==> config.mk <==
export PLATFORM = sky130hd
export DESIGN_NAME = serial_subtractor_flat
export DESIGN_NICKNAME = d
export VERILOG_FILES = /design/src/rtl/serial_subtractor_if.sv /design/src/rtl/serial_subtractor.sv /design/src/flat_wrapper.sv
export SDC_FILE = /design/constraint.sdc
export NUM_CORES = 1
export LEC_CHECK = 0
export BUFFER_PORTS_ARGS = -buffer_cell sky130_fd_sc_hd__clkbuf_2
export CELL_PAD_IN_SITES_DETAIL_PLACEMENT = 1
export CELL_PAD_IN_SITES_GLOBAL_PLACEMENT = 2
export CORE_ASPECT_RATIO = 0.9
export CORE_UTILIZATION = 37
export DETAILED_ROUTE_END_ITERATION = 10
export PLACE_DENSITY_LB_ADDON = 0.1
export SLEW_MARGIN = 0
export SYNTH_ARGS = -nofsm -noshare
export SYNTH_HDL_FRONTEND = slang
export SYNTH_SLANG_ARGS = --single-unit
==> constraint.sdc <==
create_clock -name clk -period 2.7 [get_ports clk]
set_clock_uncertainty 0.1 [all_clocks]
set_input_delay 0.405 -clock clk [delete_from_list [all_inputs] [get_ports clk]]
set_output_delay 0.405 -clock clk [all_outputs]
set_load 0.05 [all_outputs]
==> src/rtl/serial_subtractor_if.sv <==
// serial_subtractor_if: start/done handshake, operands and results of the bit-serial subtractor.
interface serial_subtractor_if #(parameter int WIDTH = 4);
  logic             start;
  logic [WIDTH-1:0] a;
  logic [WIDTH-1:0] b;
  logic             bin;
  logic             busy;
  logic             done;
  logic [WIDTH-1:0] diff;
  logic             bout;
  logic             ovf;
  modport master (output start, a, b, bin, input busy, done, diff, bout, ovf);
  modport slave  (input start, a, b, bin, output busy, done, diff, bout, ovf);
endinterface

==> src/rtl/serial_subtractor.sv <==
// serial_subtractor: LSB-first bit-serial a - b - bin over WIDTH cycles using one full-subtractor cell.
// Define SERIAL_SUB_SIGNED_OVF_EN to build the two's-complement overflow flag (ovf is tied to 0 otherwise).
module serial_subtractor #(
  parameter int WIDTH = 4
) (
  input logic               clk,
  input logic               rst_n,
  serial_subtractor_if.slave bus
);
  typedef enum logic {IDLE, RUN} state_t;
  localparam int CW = $clog2(WIDTH);
  state_t           r_state, w_next;
  logic [WIDTH-1:0] r_a, r_b, r_res, r_diff, w_res;
  logic [CW-1:0]    r_cnt;
  logic             r_brw, r_bout, r_done;
  logic             w_run, w_accept, w_last, w_d, w_brw;
  always_ff @(posedge clk or negedge rst_n)
    if (!rst_n) r_state <= IDLE;
    else        r_state <= w_next;
  always_comb
    w_next = (r_state == IDLE) ? (bus.start ? RUN : IDLE) : (w_last ? IDLE : RUN);
  always_comb begin
    w_run    = (r_state == RUN);
    w_accept = (r_state == IDLE) && bus.start;
    w_last   = w_run && (r_cnt == CW'(WIDTH - 1));
    w_d      = r_a[0] ^ r_b[0] ^ r_brw;
    w_brw    = (~r_a[0] & r_b[0]) | (~(r_a[0] ^ r_b[0]) & r_brw);
    w_res    = {w_d, r_res[WIDTH-1:1]};
  end
  // Result bits enter at the MSB so after WIDTH shifts bit 0 lands at the LSB.
  always_ff @(posedge clk or negedge rst_n)
    if (!rst_n) begin
      r_a    <= '0;
      r_b    <= '0;
      r_res  <= '0;
      r_brw  <= 1'b0;
      r_cnt  <= '0;
      r_diff <= '0;
      r_bout <= 1'b0;
      r_done <= 1'b0;
    end else begin
      r_done <= w_last;
      if (w_accept) begin
        r_a   <= bus.a;
        r_b   <= bus.b;
        r_brw <= bus.bin;
        r_cnt <= '0;
      end else if (w_run) begin
        r_a   <= r_a >> 1;
        r_b   <= r_b >> 1;
        r_res <= w_res;
        r_brw <= w_brw;
        r_cnt <= r_cnt + CW'(1);
        if (w_last) begin
          r_diff <= w_res;
          r_bout <= w_brw;
        end
      end
    end
  assign bus.busy = w_run;
  assign bus.done = r_done;
  assign bus.diff = r_diff;
  assign bus.bout = r_bout;
`ifdef SERIAL_SUB_SIGNED_OVF_EN
  logic r_amsb, r_bmsb, r_ovf;
  // Operand MSBs are kept aside because the shift registers are drained by completion.
  always_ff @(posedge clk or negedge rst_n)
    if (!rst_n) begin
      r_amsb <= 1'b0;
      r_bmsb <= 1'b0;
      r_ovf  <= 1'b0;
    end else if (w_accept) begin
      r_amsb <= bus.a[WIDTH-1];
      r_bmsb <= bus.b[WIDTH-1];
    end else if (w_last)
      r_ovf <= (r_amsb ^ r_bmsb) & (r_amsb ^ w_res[WIDTH-1]);
  assign bus.ovf = r_ovf;
`else
  assign bus.ovf = 1'b0;
`endif
endmodule

==> src/flat_wrapper.sv <==
// flat-port wrapper written by rule: the top's interface ports become plain ports
module serial_subtractor_flat 
#(
  parameter int WIDTH = 4
)
  (clk, rst_n, bus_start, bus_a, bus_b, bus_bin, bus_busy, bus_done, bus_diff, bus_bout, bus_ovf);
  serial_subtractor_if #(.WIDTH(WIDTH)) bus_i ();
  input logic clk;
  input logic rst_n;
  input wire logic [$bits(bus_i.start)-1:0] bus_start;
  input wire logic [$bits(bus_i.a)-1:0] bus_a;
  input wire logic [$bits(bus_i.b)-1:0] bus_b;
  input wire logic [$bits(bus_i.bin)-1:0] bus_bin;
  output wire logic [$bits(bus_i.busy)-1:0] bus_busy;
  output wire logic [$bits(bus_i.done)-1:0] bus_done;
  output wire logic [$bits(bus_i.diff)-1:0] bus_diff;
  output wire logic [$bits(bus_i.bout)-1:0] bus_bout;
  output wire logic [$bits(bus_i.ovf)-1:0] bus_ovf;
  assign bus_i.start = bus_start;
  assign bus_i.a = bus_a;
  assign bus_i.b = bus_b;
  assign bus_i.bin = bus_bin;
  assign bus_busy = bus_i.busy;
  assign bus_done = bus_i.done;
  assign bus_diff = bus_i.diff;
  assign bus_bout = bus_i.bout;
  assign bus_ovf = bus_i.ovf;
  serial_subtractor #(.WIDTH(WIDTH)) u_core (.clk(clk), .rst_n(rst_n), .bus(bus_i));
endmodule
==> results.md, run 1 <==
- Status: complete, no violations
- Main synth FF type: dfrtp_1
- Unrepaired setup endpoints after global routing: false
- Ports: 20
- Post-synth top cells: dfrtp_1, mux2i_1, nand2_1, o21ai_0, mux2_4
- Least-Margin Pin Slew: just over 0.5 ns
- Initial DRC count: 2
- Antenna Nets Post-Route: 0
- Synth area leaders: dfrtp_1, mux2i_1, mux2_4
- Sw Share: 41.2%
- CP Class: reg2out
- Inserted Clock Buffers: 3
- Sequential Power Share: a little over two fifths
- Share of Yosys cell area claimed by the top area cell type: between 50% and 60%
- CTS sink count: 21
- CP required: between 2 and 2.5 ns
- Fin. Hold Viols: 0
- Hold wc startpoint: bus_a[3]
- CTS H-Tree Depth: 1
- Post-synth cell types: 19
- Global-route wire length before repair: approximately 2700 um
- Post-synth EDFFs: 0
- Clock transition at the registers of the reported paths: 0.11 ns
- Max-cap check violation count: 0
- LEAKAGE: approximately 0.56 nW
- Placement row count: 16
- Gr ovfl total: 0
- Mapped Cells: slightly above 70
- Seq cells post-synth: 21
- Pint: 0.762 mW
- Die height: 49.8 um
- Switching Power: 0.533 mW
- Largest net degree at the start of global routing: 22
- Area of the die: around 2700 um2
- Slew Viols, Final: 0
- Post-route clock period utilization: roughly 70%
- Syn Nets: 85
- Clock share of power: 11.5%
- # diodes: 0
- Critical path arrival: 1.43 ns
- Critical path startpoint: u_core.bus.busy$_DFF_PN0_
- Port Buf Inserts: 18
- Crit start category: flip-flop
- Detailed Route WL: 1470 um
- Pre-CTS WS: 1.10 ns
- Period minus WS final: between 1.5 and 2 ns
- Post-synth top area cell: dfrtp_1
- Drt via density: 4.91
- Area delta synth->final: 12.5%
- Wire per inst: ~13 um
- Placer Congestion: 0.625
- Clock Latency Late Sink: ~0.3 ns
- Crit. End Element: primary output
- CTS tree: yes
- Total Power: 1.30 mW
- Drt pass-1 iters: 3
- FMAX: 0.516 GHz
- Total negative slack: 0 ns
- Peak supply drop: 0.609 mV
- DRC: 0
- Comb pwr share: a little under half
- Post-CTS Resized: 0
- Max Root-Sink Buffers: 2
- Syn Area/Cell: between 10 and 15 um2
- Sequential fraction of the synthesis area: roughly 56%
- Post-DP HPWL: 1070 um
- Ys Warns: 0
- Initial antenna violation count: 0
- Core area: ~2300 um2
- Die width: between 50 and 60 um
- Final setup margin: 0.761 ns
- # Post-CTS Setup Buffers: 0
- Number of global-route vias before repair: 632
- Filler Cell Count: about 260
- Fraction of synthesis flops using an asynchronous set or reset pin: 100%
- Pwr/cell area: about 1200 nW/um2
- Worst r2r src: u_core.r_b[0]$_DFFE_PN0P_
- Most frequent cell after synthesis: dfrtp_1
- Final setup viols: 0
- Vias post-DR: roughly 570
- Worst relative slew slack: 65.5%
- Worst Path Max Fanout: 19
- Initial Utilization: 41.2%
- Cell area after synthesis: about 940 um2
- # nets final: 105
- Layout cells sized above 1: between 30% and 40%
- Root buf cell: clkbuf_4
- Worst hold path class: in2reg
- GRT Util Overall: between 10% and 20%
[sequential cells by signal, indices dropped and copies added (netlist names)]
| name | cells |
|---|---|
| u_core.bus.bout | 1 |
| u_core.bus.busy | 1 |
| u_core.bus.diff | 4 |
| u_core.bus.done | 1 |
| u_core.r_a | 4 |
| u_core.r_b | 4 |
| u_core.r_brw | 1 |
| u_core.r_cnt | 2 |
| u_core.r_res | 3 |
[worst max-delay path: stages, from the launching register on]
cell and delay (ns):
dfrtp_1 0.53, buf_4 0.29, clkbuf_2 0.31
[through the flow]
stage	hold WS [ns]	utilization [%]	std cells	cell area [um2]
global placement	0.312	44.7	112	1020
finish	0.250	46.3	117	1060
global route	0.277	46.3	117	1060
floorplan	0.00941	-	71	940
CTS	0.239	46.3	117	1060
detailed placement	0.312	44.7	112	1020
[cells in the final DEF, fill, tap and decap left out]
master / count
a21oi_1: 1
a22o_1: 1
buf_4: 1
clkbuf_1: 1
clkbuf_2: 18
clkbuf_4: 3
conb_1: 1
dfrtp_1: 21
dlygate4sd3_1: 1
fa_1: 1
ha_1: 1
inv_1: 4
mux2_2: 2
mux2_4: 5
mux2i_1: 12
nand2_1: 6
nand2_4: 1
nand2b_1: 1
nor2_1: 3
o21ai_0: 6
[worst paths after layout]
kind | to | slack [ns] | cells past startpoint
min reg2reg | u_core.r_b[0]$_DFFE_PN0P_ | 0.39 | 2
max reg2reg | u_core.bus.diff[3]$_DFFE_PN0P_ | 1.30 | 3
max | bus_busy | 0.76 | 2
min in group asynchronous | u_core.bus.diff[3]$_DFFE_PN0P_ | 0.50 | 2
min | u_core.r_a[3]$_DFFE_PN0P_ | 0.25 | 3
max in group asynchronous | u_core.r_a[0]$_DFFE_PN0P_ | 1.66 | 2
[power groups by stage]
stage | clock network (mW) | logic [mW] | registers [mW]
after global routing | 0.171 | 0.673 | 0.570
final | 0.149 | 0.603 | 0.543
after CTS | 0.160 | 0.615 | 0.547
after detailed placement | 0 | 0.612 | 0.554
after global placement | 0 | 0.604 | 0.547
after floorplan | 0 | 0.351 | 0.702
[cell type report]
class,instances,area [um2],share of cell area [%]
repair buffers,20,108,10.2
well taps,27,33.8,3.20
inverters,4,15.0,1.42
multi-input cells,41,349,33.0
flip-flops and latches,21,526,49.7
clock buffers,4,26.3,2.49
[logic make-up after synthesis]
| family | synth area share (%) |
|---|---|
| flops | 55.9 |
| mux | 23.2 |
| simple gates | 5.46 |
| buf+inv | 6.92 |
| compound gates | 4.66 |
| fa+ha+maj | 3.46 |
| other cells | 0.399 |
[metal layers]
metal / global-route usage (%) / routed length [um] / vias up
met5: 0 / 0 / -
met4: 2.50 / 0 / 0
met3: 6.48 / 85 / 0
met2: 21.7 / 708 / 17
met1: 17.9 / 681 / 285
li1: - / - / 272
[repair_timing]
item / in CTS / in global routing
endpoints found under the hold margin: 21 / 0
hold buffers: 1 / 0
endpoints found under the setup margin: 0 / 0
No activity file was read; power rests on OpenSTA's default activity.
==> inputs of run 2 (changes only) <==
--- a/config.mk
+++ b/config.mk
@@ -9,7 +9,7 @@
 export CELL_PAD_IN_SITES_DETAIL_PLACEMENT = 1
 export CELL_PAD_IN_SITES_GLOBAL_PLACEMENT = 2
 export CORE_ASPECT_RATIO = 0.9
-export CORE_UTILIZATION = 37
+export CORE_UTILIZATION = 31
 export DETAILED_ROUTE_END_ITERATION = 10
 export PLACE_DENSITY_LB_ADDON = 0.1
 export SLEW_MARGIN = 0
==> constraint.sdc (replaced) <==
create_clock -name clk -period 1.7 [get_ports clk]
set_clock_uncertainty 0.1 [all_clocks]
set_input_delay 0.255 -clock clk [delete_from_list [all_inputs] [get_ports clk]]
set_output_delay 0.255 -clock clk [all_outputs]
set_load 0.05 [all_outputs]
==> results.md, run 2 (synthesis results as in run 1) <==
- Commonest non-fill, non-tap cell in the layout: dfrtp_1 (unchanged)
- Area of the die: 3260 um2 (was 2750 um2)
- Port Buf Inserts: 18 (unchanged)
- Crit start category: flip-flop (unchanged)
- Crit. End Element: primary output (unchanged)
- Worst relative slew slack: 64.1% (was 65.5%)
- DRC: 0 (unchanged)
- GRT Util Overall: 11.8% (was 14.0%)
- FMAX: 0.646 GHz
- Initial DRC count: 10 (was 2)
- Switching Power: 0.867 mW (was 0.533 mW)
- Clock transition at the registers of the reported paths: 0.13 ns (was 0.11 ns)
- Slowest CP cell: dfrtp_1 (unchanged)
- Hold WS: 0.0935 ns (was 0.250 ns)
- Sw Share: 41.7% (was 41.2%)
- Max Root-Sink Buffers: 2 (unchanged)
- Initial Utilization: 33.4% (was 41.2%)
- Unrepaired setup endpoints after global routing: false (unchanged)
- Global-route wire length before repair: 2640 um (was 2710 um)
- Reg2Reg Setup Slack: 0.33 ns (was 1.30 ns)
- Crit path buf inv count: 1 (was 2)
- Post-DP HPWL: 1130 um (was 1070 um)
- Wire per inst: 12.0 um (was 12.6 um)
- Peak supply drop: 0.497 mV (was 0.609 mV)
- Drt via density: 4.39 (was 4.91)
- LEAKAGE: 0.570 nW (was 0.563 nW)
- Pint: 1.21 mW (was 0.762 mW)
- Worst Path Max Fanout: 6 (was 19)
- Inserted Clock Buffers: 3 (unchanged)
- Cell count of the worst reg-to-reg path: 3 (unchanged)
- Metal2 WL: 724 um (was 708 um)
- CP Depth: 1 (was 2)
- Vias post-DR: 575 (was 574)
- Antenna Nets Post-Route: 0 (unchanged)
- Critical path arrival: 1.19 ns (was 1.43 ns)
- # Post-CTS Setup Buffers: 0 (unchanged)
- Metal-1 WL: 768 um (was 681 um)
- Sequential Power Share: 41.4% (was 41.9%)
- Crit-path cells: clkbuf_2 (was buf_4 > clkbuf_2)
- Core area: 2820 um2 (was 2280 um2)
- Top Layer Used: met4 (was met3)
- Layout cells sized above 1: 35.2% (was 33.3%)
- Placer Congestion: 0.639 (was 0.625)
- Die width: 60.0 um (was 55.1 um)
- CTS sink count: 21 (unchanged)
- Area delta synth->final: 15.2% (was 12.5%)
- Ports: 20 (unchanged)
- Pwr/cell area: 1920 nW/um2 (was 1230 nW/um2)
- Placed instance area: 1040 um2 (was 1020 um2)
- CTS H-Tree Depth: 1 (unchanged)
- # nets final: 106 (was 105)
- Worst hold path class: in2reg (unchanged)
- Total negative slack: 0 ns (unchanged)
- Met3 Wirelength: 62 um (was 85 um)
- CP top delay family: flip-flops (was buffers and inverters)
- Total Power: 2.08 mW (was 1.30 mW)
- Hold Crit Depth: 3 (unchanged)
- Clock share of power: 11.9% (was 11.5%)
- Largest net degree at the start of global routing: 22 (unchanged)
- Max-cap check violation count: 0 (unchanged)
- Period minus WS final: 1.55 ns
- Most frequent cells in the layout: dfrtp_1, clkbuf_2, mux2i_1 (unchanged)
- CP Class: reg2out (unchanged)
- Gr ovfl total: 0 (unchanged)
- Clock Latency Late Sink: 0.31 ns (was 0.30 ns)
- Final instance area: 1080 um2 (was 1060 um2)
- Status: complete, no violations (unchanged)
- # diodes: 0 (unchanged)
- Drt pass-1 iters: 4 (was 3)
- Root buf cell: clkbuf_4 (unchanged)
- Placement row count: 18 (was 16)
- Die height: 54.2 um (was 49.8 um)
- Final setup viols: 0 (unchanged)
- Fin. Hold Viols: 0 (unchanged)
- Least-Margin Pin Slew: 0.539 ns (was 0.518 ns)
- Number of global-route vias before repair: 540 (was 632)
- Largest stage delay, worst path: 0.54 ns (was 0.53 ns)
- Post-route clock period utilization: 91.0%
- Comb pwr share: 46.7% (was 46.6%)
- Initial antenna violation count: 0 (unchanged)
- Detailed Route WL: 1570 um (was 1470 um)
- Slew Viols, Final: 0 (unchanged)
- CTS tree: yes (unchanged)
- CP required: 1.34 ns (was 2.19 ns)
[run 2: final timing paths]
kind                                           start                        endpoint
min in group asynchronous                      rst_n     u_core.r_res[2]$_DFFE_PN0P_
min                                         bus_b[3]       u_core.r_b[3]$_DFFE_PN0P_
min reg2reg                u_core.r_b[3]$_DFFE_PN0P_       u_core.r_b[2]$_DFFE_PN0P_
max in group asynchronous                      rst_n       u_core.r_a[0]$_DFFE_PN0P_
max                        u_core.bus.busy$_DFF_PN0_                        bus_busy
max reg2reg                u_core.r_b[0]$_DFFE_PN0P_  u_core.bus.diff[3]$_DFFE_PN0P_
[run 2: repair_timing]
item,in CTS,in global routing
hold endpoints to repair,21,0
gates resized for setup,0,0
hold buffers,1,0
[run 2: area by class of cell]
cell class | instances | area (um2)
clock buffer | 3 | 22.5
clock inverter | 1 | 5.00
fill | 321 | 1730
inverter | 4 | 15.0
multi-input combinational | 41 | 349
sequential | 21 | 526
tap | 40 | 50.0
timing repair buffer | 21 | 115
[run 2: metrics by stage]
stage               cells  util [%]  setup slack (ns)
finish                131      38.4             0.152
CTS                   131      38.4             0.118
floorplan              71         -             0.262
global route          131      38.4            0.0915
detailed placement    126      37.1             0.305
global placement      126      37.1             0.348
[run 2: per-layer routing]
metal  track usage, %  vias up
li1                 -      272
met1             15.5      290
met2             17.2       11
met3             4.26        2
met4             5.81        0
met5                0        -
[run 2: power by group through the flow]
stage          combinational [mW]  clock [mW]  sequential (mW)
2_1_floorplan               0.558           0             1.12
3_3_place_gp                0.966           0            0.873
3_5_place_dp                0.987           0            0.880
4_1_cts                     0.991       0.267            0.867
5_1_grt                      1.06       0.285            0.898
6_report                    0.973       0.248            0.862
==> inputs of run 3 (changes only) <==
--- a/config.mk
+++ b/config.mk
@@ -9,6 +9,7 @@
 export CELL_PAD_IN_SITES_DETAIL_PLACEMENT = 1
 export CELL_PAD_IN_SITES_GLOBAL_PLACEMENT = 2
 export CORE_ASPECT_RATIO = 0.9
+export CORE_MARGIN = 1.5
 export CORE_UTILIZATION = 31
 export DETAILED_ROUTE_END_ITERATION = 10
 export PLACE_DENSITY_LB_ADDON = 0.1
==> results.md, run 3 (synthesis results as in run 1) <==
- Status: complete, no violations (unchanged)
- Setup crit end: bus_busy (unchanged)
- Area delta synth->final: 15.2% (unchanged)
- Antenna Nets Post-Route: 0 (unchanged)
- Pwr/cell area: 1920 nW/um2 (about the same)
- Util after Layout: 38.4% (unchanged)
- Max-cap check violation count: 0 (unchanged)
- Global-route wire length before repair: 2680 um (was 2640 um)
- Wire per inst: 12.4 um (was 12.0 um)
- Crit-path cells: clkbuf_2 (unchanged)
- Most frequent cells in the layout: dfrtp_1, clkbuf_2, mux2i_1 (unchanged)
- Placement row count: 18 (unchanged)
- Crit path buf inv count: 1 (unchanged)
- Max Root-Sink Buffers: 2 (unchanged)
- Final setup viols: 0 (unchanged)
- Inserted Clock Buffers: 3 (unchanged)
- Ports: 20 (unchanged)
- Vias post-DR: 583 (was 575)
- Clock Latency Late Sink: 0.30 ns (was 0.31 ns)
- Slowest CP cell: dfrtp_1 (unchanged)
- Hold Buf Count CTS: 1 (unchanged)
- Placer Congestion: 0.702 (was 0.639)
- Worst hold path class: in2reg (unchanged)
- Least-Margin Pin Slew: 0.532 ns (was 0.539 ns)
- CTS H-Tree Depth: 1 (unchanged)
- CP required: 1.34 ns (about the same)
- Slew Viols, Final: 0 (unchanged)
- Worst relative slew slack: 64.5% (was 64.1%)
- Initial Utilization: 33.4% (unchanged)
- Period minus WS final: 1.54 ns (was 1.55 ns)
- RR Endpoint: u_core.bus.diff[3]$_DFFE_PN0P_ (unchanged)
- Detailed Route WL: 1620 um (was 1570 um)
- Worst r2r src: u_core.r_b[0]$_DFFE_PN0P_ (unchanged)
- Crit. End Element: primary output (unchanged)
- Total negative slack: 0 ns (unchanged)
- Core area: 2820 um2 (unchanged)
- Root buf cell: clkbuf_4 (unchanged)
- Largest stage delay, worst path: 0.54 ns (about the same)
- CP top delay family: flip-flops (unchanged)
- LEAKAGE: 0.570 nW (unchanged)
- CTS sink count: 21 (unchanged)
- Post-DP HPWL: 1180 um (was 1130 um)
- Die height: 55.2 um (was 54.2 um)
- # diodes: 0 (unchanged)
- Gr ovfl total: 0 (unchanged)
- Filler Cell Count: 312 (was 321)
- Unrepaired setup endpoints after global routing: false (unchanged)
- Number of global-route vias before repair: 580 (was 540)
- CTS tree: yes (unchanged)
- Non-filler cells, final: 131 (unchanged)
- DRC: 0 (unchanged)
- Fin. Hold Viols: 0 (unchanged)
- CP Depth: 1 (unchanged)
- Critical path arrival: 1.18 ns (was 1.19 ns)
- Drt via density: 4.45 (was 4.39)
- Hold WS: 0.0978 ns (was 0.0935 ns)
- CP Class: reg2out (unchanged)
- Largest net degree at the start of global routing: 22 (unchanged)
- Placed cells: 126 (unchanged)
- Peak supply drop: 0.552 mV (was 0.497 mV)
- Drt pass-1 iters: 2 (was 4)
- Crit start category: flip-flop (unchanged)
- Initial antenna violation count: 0 (unchanged)
- GRT Util Overall: 10.9% (was 11.8%)
- Clock transition at the registers of the reported paths: 0.12 ns (was 0.13 ns)
- Reg2Reg Setup Slack: 0.31 ns (was 0.33 ns)
- # nets final: 106 (unchanged)
- Commonest non-fill, non-tap cell in the layout: dfrtp_1 (unchanged)
- Port Buf Inserts: 18 (unchanged)
- Area of the die: 3370 um2 (was 3260 um2)
- Cell count of the worst reg-to-reg path: 3 (unchanged)
- Seq. cell area: 526 um2 (unchanged)
- # Post-CTS Setup Buffers: 0 (unchanged)
- FMAX: 0.650 GHz (was 0.646 GHz)
- Post-route clock period utilization: 90.5% (was 91.0%)
- Post-CTS Resized: 0 (unchanged)
- Layout cells sized above 1: 35.2% (unchanged)
- Combined area of the multi-input logic cells: 349 um2 (unchanged)
- Worst Path Max Fanout: 6 (unchanged)
- Die width: 61.0 um (was 60.0 um)
- Critical path startpoint: u_core.bus.busy$_DFF_PN0_ (unchanged)
- Initial DRC count: 13 (was 10)
==> run 3: cell type report <==
| type | count | area share, % |
|---|---|---|
| sequential | 21 | 48.6 |
| multi-input combinational | 41 | 32.3 |
| timing repair buffer | 21 | 10.6 |
| tap | 40 | 4.62 |
| clock buffer | 3 | 2.08 |
| inverter | 4 | 1.39 |
| clock inverter | 1 | 0.462 |
==> run 3: how the worst min path moves through the flow <==
stage	from	end	slack (ns)	cells past startpoint
final	bus_b[3]	u_core.r_b[3]$_DFFE_PN0P_	0.1	3
after global routing	bus_a[3]	u_core.r_a[3]$_DFFE_PN0P_	0.12	3
after CTS	bus_b[3]	u_core.r_b[3]$_DFFE_PN0P_	0.08	3
after detailed placement	rst_n	u_core.bus.diff[1]$_DFFE_PN0P_	0.17	1
after global placement	rst_n	u_core.bus.diff[1]$_DFFE_PN0P_	0.17	1
after floorplan	rst_n	u_core.bus.bout$_DFFE_PN0P_	-0.14	0
==> run 3: worst reg2reg max path: stages, from the launching register on <==
cell     delay [ns]
dfrtp_1        0.36
inv_1          0.06
fa_1           0.49
mux2_4         0.28
==> run 3: routing by layer <==
metal / global-route usage, % / wire length, um
met4: 3.73 / 21
met3: 4.22 / 74
met1: 14.8 / 756
met2: 15.7 / 770
met5: 0 / 0
==> run 3: per-stage QoR <==
step	area, um2	worst slack [ns]	power (mW)
6_report	1080	0.162	2.08
5_1_grt	1080	0.0914	2.25
4_1_cts	1080	0.126	2.13
3_5_place_dp	1040	0.314	1.88
3_3_place_gp	1040	0.348	1.84
2_1_floorplan	940	0.262	1.67
==> run 3: where the power goes <==
group	leakage, nW	internal (mW)	total (mW)	switching (mW)
combinational	0.292	0.406	0.978	0.573
clock	0.0177	0.0877	0.237	0.149
sequential	0.261	0.722	0.866	0.144
